## config.mk

```make
export PLATFORM = sky130hd
export DESIGN_NAME = rv32_writeback_unit_flat
export DESIGN_NICKNAME = d
export VERILOG_FILES = /design/src/rtl/rv32_writeback_unit_if.sv /design/src/rtl/rv32_writeback_unit.sv /design/src/flat_wrapper.sv
export SDC_FILE = /design/constraint.sdc
export NUM_CORES = 1
export LEC_CHECK = 0
export ABC_CLOCK_PERIOD_IN_PS = 1900
export CORE_MARGIN = 1.5
export CORE_UTILIZATION = 43
export DETAILED_ROUTE_END_ITERATION = 10
export PLACE_DENSITY = 0.77
export SYNTH_ARGS = -nofsm -noshare
export SYNTH_HDL_FRONTEND = slang
export SYNTH_SLANG_ARGS = --single-unit
export TNS_END_PERCENT = 100
```

## constraint.sdc

```tcl
create_clock -name clk_i -period 1.9 [get_ports clk_i]
set_input_delay 0.19 -clock clk_i [delete_from_list [all_inputs] [get_ports clk_i]]
set_output_delay 0.19 -clock clk_i [all_outputs]
set_load 0.01 [all_outputs]
```

## src/rtl/rv32_writeback_unit_if.sv

```systemverilog
// -----------------------------------------------------------------------------
// rv32_writeback_unit_if
// Purpose : Result-delivery bus from the execute/memory stages into the
//           write-back unit. It carries two independent valid/ready channels:
//           the single-cycle ALU result and the load/store unit result.
// Signals :
//   alu_valid_i / alu_rd_i / alu_data_i   ALU result offered by the producer
//   alu_ready_o                           ALU result accepted (valid & ready)
//   lsu_valid_i / lsu_rd_i / lsu_data_i   raw aligned load word and its target
//   lsu_funct3_i / lsu_addr_lo_i          load size/sign and byte offset
//   lsu_ready_o                           load result accepted (valid & ready)
// Modports:
//   master : the producing pipeline stages (drive valid/payload, see ready)
//   slave  : the write-back unit (sees valid/payload, drives ready)
// -----------------------------------------------------------------------------
interface rv32_writeback_unit_if #(
    parameter int XLEN    = 32,
    parameter int RADDR_W = 5
);
    logic               alu_valid_i;
    logic [RADDR_W-1:0] alu_rd_i;
    logic [XLEN-1:0]    alu_data_i;
    logic               alu_ready_o;

    logic               lsu_valid_i;
    logic [RADDR_W-1:0] lsu_rd_i;
    logic [XLEN-1:0]    lsu_data_i;
    logic [2:0]         lsu_funct3_i;
    logic [1:0]         lsu_addr_lo_i;
    logic               lsu_ready_o;

    modport master (
        output alu_valid_i, alu_rd_i, alu_data_i,
        output lsu_valid_i, lsu_rd_i, lsu_data_i, lsu_funct3_i, lsu_addr_lo_i,
        input  alu_ready_o, lsu_ready_o
    );

    modport slave (
        input  alu_valid_i, alu_rd_i, alu_data_i,
        input  lsu_valid_i, lsu_rd_i, lsu_data_i, lsu_funct3_i, lsu_addr_lo_i,
        output alu_ready_o, lsu_ready_o
    );
endinterface

```

## src/rtl/rv32_writeback_unit.sv

```systemverilog
// -----------------------------------------------------------------------------
// rv32_writeback_unit
// Purpose : Write-side master of the RV32 register file. Accepts ALU results
//           and load results, formats loads by size/sign/byte lane, arbitrates
//           the two sources (ALU first, colliding load parked in a one-entry
//           hold register) and drives the register-file write port from
//           registered outputs, one cycle after acceptance.
// Ports   :
//   clk_i, rst_i        clock; synchronous active-high reset
//   bus (slave)         ALU and LSU valid/ready channels
//   write_reg_addr/data register-file write address/data (hold when wen=0)
//   wen                 one-cycle write strobe
//   load_err_o          one-cycle pulse for a misaligned / illegal load
//   busy_o              high while a load is parked in the hold register
// Option  : RV32_WB_FWD_EN adds rs1/rs2 bypass ports that expose the write
//           currently being performed so decode can skip the regfile cycle.
// -----------------------------------------------------------------------------
module rv32_writeback_unit #(
    parameter int XLEN    = 32,
    parameter int RADDR_W = 5
) (
    input  logic                clk_i,
    input  logic                rst_i,
    rv32_writeback_unit_if.slave bus,
    output logic [RADDR_W-1:0]  write_reg_addr,
    output logic [XLEN-1:0]     write_reg_data,
    output logic                wen,
    output logic                load_err_o,
    output logic                busy_o
`ifdef RV32_WB_FWD_EN
    ,
    input  logic [RADDR_W-1:0]  rs1_addr_i,
    input  logic [RADDR_W-1:0]  rs2_addr_i,
    output logic                rs1_fwd_hit_o,
    output logic [XLEN-1:0]     rs1_fwd_data_o,
    output logic                rs2_fwd_hit_o,
    output logic [XLEN-1:0]     rs2_fwd_data_o
`endif
);

    typedef enum logic [0:0] {
        ST_EMPTY = 1'b0,
        ST_HELD  = 1'b1
    } state_t;

    localparam logic [RADDR_W-1:0] RD_ZERO = {RADDR_W{1'b0}};

    // Extract and extend the addressed byte/half/word of a raw load word.
    function automatic logic [XLEN-1:0] fmt_load(
        input logic [2:0]      f3,
        input logic [1:0]      lo,
        input logic [XLEN-1:0] word
    );
        logic [7:0]  b;
        logic [15:0] h;
        logic [XLEN-1:0] res;
        case (lo)
            2'd0:    b = word[7:0];
            2'd1:    b = word[15:8];
            2'd2:    b = word[23:16];
            2'd3:    b = word[31:24];
            default: b = 8'h00;
        endcase
        h = lo[1] ? word[31:16] : word[15:0];
        case (f3)
            3'b000:  res = {{(XLEN-8){b[7]}}, b};
            3'b100:  res = {{(XLEN-8){1'b0}}, b};
            3'b001:  res = {{(XLEN-16){h[15]}}, h};
            3'b101:  res = {{(XLEN-16){1'b0}}, h};
            3'b010:  res = word;
            default: res = {XLEN{1'b0}};
        endcase
        return res;
    endfunction

    // A load is rejected for an unknown funct3 or an offset that is not
    // naturally aligned to its access size.
    function automatic logic load_bad(input logic [2:0] f3, input logic [1:0] lo);
        logic bad;
        case (f3)
            3'b000, 3'b100: bad = 1'b0;
            3'b001, 3'b101: bad = lo[0];
            3'b010:         bad = (lo != 2'd0);
            default:        bad = 1'b1;
        endcase
        return bad;
    endfunction

    state_t             r_state;
    state_t             w_state_nxt;

    logic [RADDR_W-1:0] r_hold_rd;
    logic [XLEN-1:0]    r_hold_data;
    logic               r_hold_err;

    logic               r_wen;
    logic [RADDR_W-1:0] r_waddr;
    logic [XLEN-1:0]    r_wdata;
    logic               r_load_err;

    logic               w_alu_ready;
    logic               w_lsu_ready;
    logic               w_busy;
    logic               w_alu_fire;
    logic               w_lsu_fire;
    logic [XLEN-1:0]    w_lsu_fmt;
    logic               w_lsu_err;

    logic               w_wen_nxt;
    logic [RADDR_W-1:0] w_waddr_nxt;
    logic [XLEN-1:0]    w_wdata_nxt;
    logic               w_err_nxt;

    assign w_alu_fire = bus.alu_valid_i && w_alu_ready;
    assign w_lsu_fire = bus.lsu_valid_i && w_lsu_ready;
    assign w_lsu_fmt  = fmt_load(bus.lsu_funct3_i, bus.lsu_addr_lo_i, bus.lsu_data_i);
    assign w_lsu_err  = load_bad(bus.lsu_funct3_i, bus.lsu_addr_lo_i);

    // State register.
    always_ff @(posedge clk_i) begin
        if (rst_i) begin
            r_state <= ST_EMPTY;
        end else begin
            r_state <= w_state_nxt;
        end
    end

    // Next-state: a same-cycle ALU+LSU acceptance parks the load for one cycle.
    always_comb begin
        w_state_nxt = r_state;
        case (r_state)
            ST_EMPTY: begin
                if (w_alu_fire && w_lsu_fire) begin
                    w_state_nxt = ST_HELD;
                end else begin
                    w_state_nxt = ST_EMPTY;
                end
            end
            ST_HELD:  w_state_nxt = ST_EMPTY;
            default:  w_state_nxt = ST_EMPTY;
        endcase
    end

    // State-decoded outputs: both channels accept only while nothing is held.
    always_comb begin
        w_alu_ready = 1'b0;
        w_lsu_ready = 1'b0;
        w_busy      = 1'b0;
        case (r_state)
            ST_EMPTY: begin
                w_alu_ready = 1'b1;
                w_lsu_ready = 1'b1;
                w_busy      = 1'b0;
            end
            ST_HELD: begin
                w_alu_ready = 1'b0;
                w_lsu_ready = 1'b0;
                w_busy      = 1'b1;
            end
            default: begin
                w_alu_ready = 1'b0;
                w_lsu_ready = 1'b0;
                w_busy      = 1'b0;
            end
        endcase
    end

    assign bus.alu_ready_o = w_alu_ready;
    assign bus.lsu_ready_o = w_lsu_ready;
    assign busy_o          = w_busy;

    // Select what the write port does next cycle. Writes to x0 and erroring
    // loads are consumed but leave address/data untouched.
    always_comb begin
        w_wen_nxt   = 1'b0;
        w_waddr_nxt = r_waddr;
        w_wdata_nxt = r_wdata;
        w_err_nxt   = 1'b0;
        case (r_state)
            ST_EMPTY: begin
                if (w_alu_fire) begin
                    if (bus.alu_rd_i != RD_ZERO) begin
                        w_wen_nxt   = 1'b1;
                        w_waddr_nxt = bus.alu_rd_i;
                        w_wdata_nxt = bus.alu_data_i;
                    end else begin
                        w_wen_nxt   = 1'b0;
                    end
                end else if (w_lsu_fire) begin
                    if (w_lsu_err) begin
                        w_err_nxt   = 1'b1;
                    end else if (bus.lsu_rd_i != RD_ZERO) begin
                        w_wen_nxt   = 1'b1;
                        w_waddr_nxt = bus.lsu_rd_i;
                        w_wdata_nxt = w_lsu_fmt;
                    end else begin
                        w_wen_nxt   = 1'b0;
                    end
                end else begin
                    w_wen_nxt   = 1'b0;
                end
            end
            ST_HELD: begin
                if (r_hold_err) begin
                    w_err_nxt   = 1'b1;
                end else if (r_hold_rd != RD_ZERO) begin
                    w_wen_nxt   = 1'b1;
                    w_waddr_nxt = r_hold_rd;
                    w_wdata_nxt = r_hold_data;
                end else begin
                    w_wen_nxt   = 1'b0;
                end
            end
            default: begin
                w_wen_nxt   = 1'b0;
                w_err_nxt   = 1'b0;
            end
        endcase
    end

    // Registered write port and error pulse.
    always_ff @(posedge clk_i) begin
        if (rst_i) begin
            r_wen      <= 1'b0;
            r_waddr    <= {RADDR_W{1'b0}};
            r_wdata    <= {XLEN{1'b0}};
            r_load_err <= 1'b0;
        end else begin
            r_wen      <= w_wen_nxt;
            r_waddr    <= w_waddr_nxt;
            r_wdata    <= w_wdata_nxt;
            r_load_err <= w_err_nxt;
        end
    end

    // Hold register: captures the already-formatted load on a collision.
    always_ff @(posedge clk_i) begin
        if (rst_i) begin
            r_hold_rd   <= {RADDR_W{1'b0}};
            r_hold_data <= {XLEN{1'b0}};
            r_hold_err  <= 1'b0;
        end else if ((r_state == ST_EMPTY) && w_alu_fire && w_lsu_fire) begin
            r_hold_rd   <= bus.lsu_rd_i;
            r_hold_data <= w_lsu_fmt;
            r_hold_err  <= w_lsu_err;
        end else begin
            r_hold_rd   <= r_hold_rd;
            r_hold_data <= r_hold_data;
            r_hold_err  <= r_hold_err;
        end
    end

    assign wen            = r_wen;
    assign write_reg_addr = r_waddr;
    assign write_reg_data = r_wdata;
    assign load_err_o     = r_load_err;

`ifdef RV32_WB_FWD_EN
    // Bypass: expose the write being performed this cycle to the decoder.
    always_comb begin
        rs1_fwd_hit_o  = r_wen && (r_waddr == rs1_addr_i) && (rs1_addr_i != RD_ZERO);
        rs2_fwd_hit_o  = r_wen && (r_waddr == rs2_addr_i) && (rs2_addr_i != RD_ZERO);
        if (rs1_fwd_hit_o) begin
            rs1_fwd_data_o = r_wdata;
        end else begin
            rs1_fwd_data_o = {XLEN{1'b0}};
        end
        if (rs2_fwd_hit_o) begin
            rs2_fwd_data_o = r_wdata;
        end else begin
            rs2_fwd_data_o = {XLEN{1'b0}};
        end
    end
`endif

endmodule

```

## src/flat_wrapper.sv

```systemverilog
// flat-port wrapper written by rule: the top's interface ports become plain ports
module rv32_writeback_unit_flat 
#(
    parameter int XLEN    = 32,
    parameter int RADDR_W = 5
)
  (clk_i, rst_i, write_reg_addr, write_reg_data, wen, load_err_o, busy_o, bus_alu_valid_i, bus_alu_rd_i, bus_alu_data_i, bus_lsu_valid_i, bus_lsu_rd_i, bus_lsu_data_i, bus_lsu_funct3_i, bus_lsu_addr_lo_i, bus_alu_ready_o, bus_lsu_ready_o);
  rv32_writeback_unit_if #(.XLEN(XLEN), .RADDR_W(RADDR_W)) bus_i ();
  input  logic clk_i;
  input  logic rst_i;
  output logic [RADDR_W-1:0] write_reg_addr;
  output logic [XLEN-1:0] write_reg_data;
  output logic wen;
  output logic load_err_o;
  output logic busy_o;
  input wire logic [$bits(bus_i.alu_valid_i)-1:0] bus_alu_valid_i;
  input wire logic [$bits(bus_i.alu_rd_i)-1:0] bus_alu_rd_i;
  input wire logic [$bits(bus_i.alu_data_i)-1:0] bus_alu_data_i;
  input wire logic [$bits(bus_i.lsu_valid_i)-1:0] bus_lsu_valid_i;
  input wire logic [$bits(bus_i.lsu_rd_i)-1:0] bus_lsu_rd_i;
  input wire logic [$bits(bus_i.lsu_data_i)-1:0] bus_lsu_data_i;
  input wire logic [$bits(bus_i.lsu_funct3_i)-1:0] bus_lsu_funct3_i;
  input wire logic [$bits(bus_i.lsu_addr_lo_i)-1:0] bus_lsu_addr_lo_i;
  output wire logic [$bits(bus_i.alu_ready_o)-1:0] bus_alu_ready_o;
  output wire logic [$bits(bus_i.lsu_ready_o)-1:0] bus_lsu_ready_o;
  assign bus_i.alu_valid_i = bus_alu_valid_i;
  assign bus_i.alu_rd_i = bus_alu_rd_i;
  assign bus_i.alu_data_i = bus_alu_data_i;
  assign bus_i.lsu_valid_i = bus_lsu_valid_i;
  assign bus_i.lsu_rd_i = bus_lsu_rd_i;
  assign bus_i.lsu_data_i = bus_lsu_data_i;
  assign bus_i.lsu_funct3_i = bus_lsu_funct3_i;
  assign bus_i.lsu_addr_lo_i = bus_lsu_addr_lo_i;
  assign bus_alu_ready_o = bus_i.alu_ready_o;
  assign bus_lsu_ready_o = bus_i.lsu_ready_o;
  rv32_writeback_unit #(.XLEN(XLEN), .RADDR_W(RADDR_W)) u_core (.clk_i(clk_i), .rst_i(rst_i), .bus(bus_i), .write_reg_addr(write_reg_addr), .write_reg_data(write_reg_data), .wen(wen), .load_err_o(load_err_o), .busy_o(busy_o));
endmodule
```

=== Word level (Yosys, flattened, before mapping) ===
Index checks and enable logic that the tools add are counted.
Widths: inputs -> output; s select.

* Flip-flop bits (word level): 78
* Latch bits: 0
* Bits in writable memories: 0
* Bits in read-only memories: 0
* Input port bits: 83
* Output and inout bits: 42
* Logic and storage cells: 73
* Memories kept: 0

* $add $sub $neg: 0
* Multiply operators: 0
* Divide/modulo/power cells: 0
* Magnitude comparators: 0
* Equal/unequal tests: 13
* Shift operators: 0
* Mux-type cells: 37
* Bitwise logic cells: 1
* Reduce and logical (&&, ||, !) cells: 14

{| class="wikitable"
|+ Operators with widths
! cell !! count
|-
| $mux 32 || 7
|-
| $pmux 32 s5 || 1
|-
| $pmux 32 s2 || 1
|-
| $mux 5 || 7
|-
| $pmux 8 s4 || 1
|-
| $mux 16 || 1
|-
| $reduce_bool 5->1 || 3
|-
| $mux 1 || 12
|-
| $pmux 1 s2 || 5
|-
| $pmux 5 s2 || 1
|-
| $eq 3x3->1 const B || 2
|-
| $ne 3x1->1 const B || 2
|-
| $reduce_and 6->1 || 1
|-
| $logic_and 1x1->1 || 5
|-
| $eq 2x2->1 const B || 2
|-
| $ne 2x2->1 const B || 2
|-
| $reduce_or 2->1 || 2
|-
| $eq 3x1->1 const B || 1
|-
| $eq 3x2->1 const B || 1
|-
| $logic_not 3->1 || 1
|-
| $ne 3x2->1 const B || 1
|-
| $ne 3x3->1 const B || 1
|-
| $pmux 1 s3 || 1
|-
| $eq 2x1->1 const B || 1
|-
| 3 further kinds || 3
|}

=== Depth between registers and ports, before layout ===
* Word-level depth: 8
* Depth in mapped cells: 9
* Gate-level depth less buffers: 6

=== Least setup slack after synthesis ===
Ideal clock, no wire load.

* Path type: register to register
* From: register u_core.r_hold_rd[0]
* To: register u_core.r_wdata[23] (netlist: u_core.write_reg_data[23])
* Setup time: 0.133 ns
* Arrival time: 1.713 ns
* Data required time: 1.767 ns
* Slack: 0.054 ns
* Stages on the path, launching flop included: 8
* Buffers on the path: 2
* Clock period less this slack: 1.846 ns
* Cell sequence: dfxtp_1 or4_1 or3_1 and4_4 buf_6 buf_6 nor2_1 nor3_1

* Word-level cells in the longest chain between the ends: 3

{| class="wikitable"
|+ Ends and longest elaborated chain
! element !! line !! text
|-
| start: declaration || rv32_writeback_unit.sv:92 || <nowiki>logic [RADDR_W-1:0] r_hold_rd;</nowiki>
|-
| start signal: assignment || rv32_writeback_unit.sv:239 || <nowiki>r_hold_rd <= {RADDR_W{1'b0}};</nowiki>
|-
| start signal: assignment || rv32_writeback_unit.sv:243 || <nowiki>r_hold_rd <= bus.lsu_rd_i;</nowiki>
|-
| start signal: assignment || rv32_writeback_unit.sv:247 || <nowiki>r_hold_rd <= r_hold_rd;</nowiki>
|-
| $reduce_bool 5->1 || rv32_writeback_unit.sv:206 || <nowiki>end else if (r_hold_rd != RD_ZERO) begin</nowiki>
|-
| $ne 2x2->1 (no source line) || -- ||
|-
| $reduce_and 6->1 (no source line) || -- ||
|-
| end signal: assignment || rv32_writeback_unit.sv:226 || <nowiki>r_wdata <= {XLEN{1'b0}};</nowiki>
|-
| end signal: assignment || rv32_writeback_unit.sv:231 || <nowiki>r_wdata <= w_wdata_nxt;</nowiki>
|-
| end: declaration || rv32_writeback_unit.sv:98 || <nowiki>logic [XLEN-1:0] r_wdata;</nowiki>
|}

No other way between the ends.
A chain may end at the register's enable or synchronous reset.

=== Worst setup path in the final report ===
* From: register u_core.r_hold_rd[2]
* To: register u_core.r_wdata[28] (netlist: u_core.write_reg_data[28])

Same word-level chain as after synthesis.

==> flow_summary.json <==
{
  "critical_path.reg2reg.endpoint": "u_core.write_reg_data[28]",
  "clock_power_share_pct": 32.2,
  "fp.dieW_um": 101.2,
  "rrSetupSlack_ns": -0.06,
  "die_y_um": 101.2,
  "setup.worst_path.end": "u_core.write_reg_data[28]",
  "post_synth_instance_area_sq_mm": 0.004145,
  "power_per_cell_area_mw_per_mm2": 724.1,
  "logic_gate_share_of_total_power_pct": 27.3,
  "detail_route.vias_per_cell": 5.756,
  "synthesis.instances": 544,
  "grt_pass1_wl_um": 22730,
  "switching_portion_of_total_power_pct": 30.11,
  "grt_max_degree": 79,
  "yosys_most_used_dff": "sky130_fd_sc_hd__dfxtp_1",
  "timing.critical_path.required_ns": 2.19,
  "detailedPlacementHpwl_um": 9830,
  "vias": 4766,
  "ys_ff_latch": 78,
  "worstSetupEndpointType": "flip-flop",
  "run_status": "complete, but fails checks",
  "hold_slack_ns": 0.3243,
  "finalPower_mw": 4.546,
  "vdd_ir_drop_max_v": 0.0004123,
  "nFillCells": 759,
  "timing_worst_setup_path_type": "flip-flop to flip-flop",
  "failed_checks": "setup timing",
  "synth_enable_flop_cells": 0,
  "ctsHoldBuffers": 0,
  "post_route_clock_skew_ns": 0.008538,
  "root_buffer": "sky130_fd_sc_hd__clkbuf_8",
  "grt.total_usage_pct": 28.41,
  "drcViolationCount": 0,
  "tritoncts": "yes",
  "worstMarginPinSlew_ns": 0.6981,
  "num_cts_buffers": 9,
  "ys_async_sr_fraction_pct": 0,
  "grt_antenna_before_repair": 0,
  "post_synth_num_cell_types": 46,
  "gp_routability_congestion": 0.9044,
  "number_of_h_tree_branching_levels": 3,
  "drt_pass1_iterations": 5,
  "clk_latency_ns": 0.36,
  "drive_gt1_share_pct": 21.60,
  "part_of_the_cycle_the_worst_path_needs_pct": 103.3,
  "die_area_sq_mm": 0.01024,
  "drt-wirelength-per-cell_um": 17.67,
  "row_count": 35,
  "tritoncts_num_sinks": 78,
  "utilization_pct": 67.61,
  "intPower_mw": 3.177,
  "syn_nets": 627,
  "worst_case_clock_buffer_depth": 2,
  "worstHoldPathType": "input pin to flip-flop",
  "period_minus_slack_ns": 1.962,
  "crit_arrival_ns": 2.25,
  "dp_slack_ns": -0.6148,
  "initial_utilization_pct": 44.65,
  "antennaDiodeCount": 0,
  "fin_hold_viols": 0,
  "synthesis.yosys.warnings": 0,
  "number_of_drc_violations_after_detailed_routing_iteration_0": 407,
  "timing_max_transition_violations_final": 0,
  "coreArea_sq_mm": 0.009284,
  "timing.critical_path.from_type": "flip-flop",
  "seq_power_share_pct": 40.5,
  "drt.antenna.violating_nets": 0,
  "globalRouteOverflowTotal": 0,
  "numPortBuffers": 124,
  "max_cap_violations": 0,
  "postLayoutSetupSlackWorst_ns": -0.06200,
  "fmax_mhz": 509.7,
  "routed_wl_um": 14630,
  "worstSetupStartpoint": "u_core.r_hold_rd[2]",
  "crit-reg2reg-launch": "u_core.r_hold_rd[2]",
  "design.portCount": 125,
  "leakage_nw": 2.388,
  "rr_worst_depth": 6,
  "cp_max_fo": 8,
  "report.final.setup_viol": 34,
  "timing.slew.headroom_pct": 53.41,
  "switchingPower_mw": 1.368,
  "portion_of_the_post_synthesis_area_used_by_sequential_elements_pct": 37.67,
  "area_growth_pct": 51.43,
  "grt_setup_unrepaired": "true",
  "grt_pass1_vias": 4664,
  "postSynthAreaPerCell_sq_um": 7.620,
  "cts.reportedPaths.clkPinSlew_ns": 0.09,
  "design.final.nets": 777
}
==> power by group through the flow <==
stage               Combinational (mW)  Clock, mW  Sequential [mW]
finish                            1.24       1.46             1.84
global route                      1.33       1.54             1.85
CTS                               1.21       1.47             1.83
detailed placement                1.12          0             1.87
global placement                  1.09          0             1.86
floorplan                        0.536          0             1.88
==> metrics by stage <==
stage	TNS, ns	area [sq um]	instances
2_1_floorplan	0	4145	544
3_3_place_gp	-25.70	5756	802
3_5_place_dp	-31.10	5756	802
4_1_cts	-0.3425	6160	827
5_1_grt	-2.561	6277	828
6_report	-1.190	6277	828
==> registers in the layout (all words and copies together) (netlist names) <==
register	count
u_core.load_err_o	1
u_core.r_hold_data	32
u_core.r_hold_err	1
u_core.r_hold_rd	5
u_core.r_state	1
u_core.wen	1
u_core.write_reg_addr	5
u_core.write_reg_data	32
==> per-layer routing <==
layer	vias up	global-route usage (%)	wire [um]
met5	-	0	0
met4	0	14.53	525
met3	46	6.211	1164
met2	227	45.17	6890
met1	2246	36.39	6054
li1	2247	-	-
==> Yosys cell counts, drive strengths merged, types with 3 or more instances <==
cell type	count	area, sq um
clkbuf	34	128.9
dfxtp	78	1562
a211oi	32	245.2
or4	3	22.52
nor3	6	35.03
buf	16	123.9
a21oi	62	340.3
a221oi	11	96.34
o21ai	28	140.1
a311oi	8	70.07
a211o	8	70.07
nand3	46	310.3
nand2	86	322.8
inv	3	11.26
mux2i	14	140.1
nor2	83	311.6
==> area by class of cell <==
cell class | instances | area [sq um] | share of cell area [%]
flip-flops and latches | 78 | 1568 | 24.98
multi-input cells | 416 | 2527 | 40.26
inverters | 4 | 15.01 | 0.2392
clock inverters | 6 | 92.59 | 1.475
clock buffers | 10 | 137.6 | 2.193
well taps | 129 | 161.4 | 2.571
repair buffers | 185 | 1775 | 28.28
==> placed cells by master (no fill, tap or decap), types with 3 or more instances in the layout <==
| cell type | n |
|---|---|
| sky130_fd_sc_hd__buf_12 | 5 |
| sky130_fd_sc_hd__inv_1 | 3 |
| sky130_fd_sc_hd__nand2_2 | 7 |
| sky130_fd_sc_hd__a311oi_1 | 8 |
| sky130_fd_sc_hd__dlymetal6s2s_1 | 3 |
| sky130_fd_sc_hd__buf_6 | 4 |
| sky130_fd_sc_hd__a21oi_2 | 17 |
| sky130_fd_sc_hd__o21ai_0 | 28 |
| sky130_fd_sc_hd__nor3_1 | 5 |
| sky130_fd_sc_hd__nor2_1 | 76 |
| sky130_fd_sc_hd__dlygate4sd2_1 | 3 |
| sky130_fd_sc_hd__nor2_2 | 4 |
| sky130_fd_sc_hd__nor2_4 | 3 |
| sky130_fd_sc_hd__nand2_1 | 75 |
| sky130_fd_sc_hd__mux2i_1 | 14 |
| sky130_fd_sc_hd__a21oi_1 | 45 |
| sky130_fd_sc_hd__nand3_1 | 30 |
| sky130_fd_sc_hd__nand3_2 | 16 |
| sky130_fd_sc_hd__buf_4 | 52 |
| sky130_fd_sc_hd__clkbuf_8 | 10 |
| sky130_fd_sc_hd__dfxtp_1 | 75 |
| sky130_fd_sc_hd__a211o_1 | 8 |
| sky130_fd_sc_hd__a221oi_1 | 10 |
| sky130_fd_sc_hd__nand2_4 | 4 |
| sky130_fd_sc_hd__and4_4 | 4 |
| sky130_fd_sc_hd__clkdlybuf4s50_1 | 117 |
| sky130_fd_sc_hd__a211oi_1 | 30 |
==> critical path, stage by stage (launching register included) <==
cell and delay [ns]:
sky130_fd_sc_hd__dfxtp_2 0.33, sky130_fd_sc_hd__or4_4 0.54, sky130_fd_sc_hd__or3_4 0.44, sky130_fd_sc_hd__nand4_4 0.22, sky130_fd_sc_hd__buf_12 0.17, sky130_fd_sc_hd__nand2_4 0.05
sky130_fd_sc_hd__a21oi_2 0.14
==> how the worst min path moves through the flow <==
stage	start	end	slack, ns	depth (start not counted)
3_5_place_dp	u_core.write_reg_data[30]	u_core.write_reg_data[30]	0.45	2
3_3_place_gp	u_core.write_reg_addr[0]	u_core.write_reg_addr[0]	0.45	2
4_1_cts	rst_i	u_core.write_reg_data[9]	0.33	3
5_1_grt	bus_alu_rd_i[0]	u_core.write_reg_addr[0]	0.34	5
2_1_floorplan	bus_lsu_rd_i[0]	u_core.r_hold_rd[0]	0.33	2
6_report	bus_alu_rd_i[0]	u_core.write_reg_addr[0]	0.32	5
==> timing repair <==
item                                    CTS  global route
resized for setup                        18            43
pin swaps                                 3            36
setup buffers                             5             2
endpoints found under the setup margin   54            40
endpoints found under the hold margin     0             0
gates cloned                              4             1
==> logic make-up after synthesis <==
group / count (synthesis) / synth area share (%)
compound gates: 160 / 25.35
buf+inv: 54 / 6.459
flops: 78 / 37.67
mux: 14 / 3.381
simple gates: 238 / 27.14
Power figures use the tool's default switching activity.
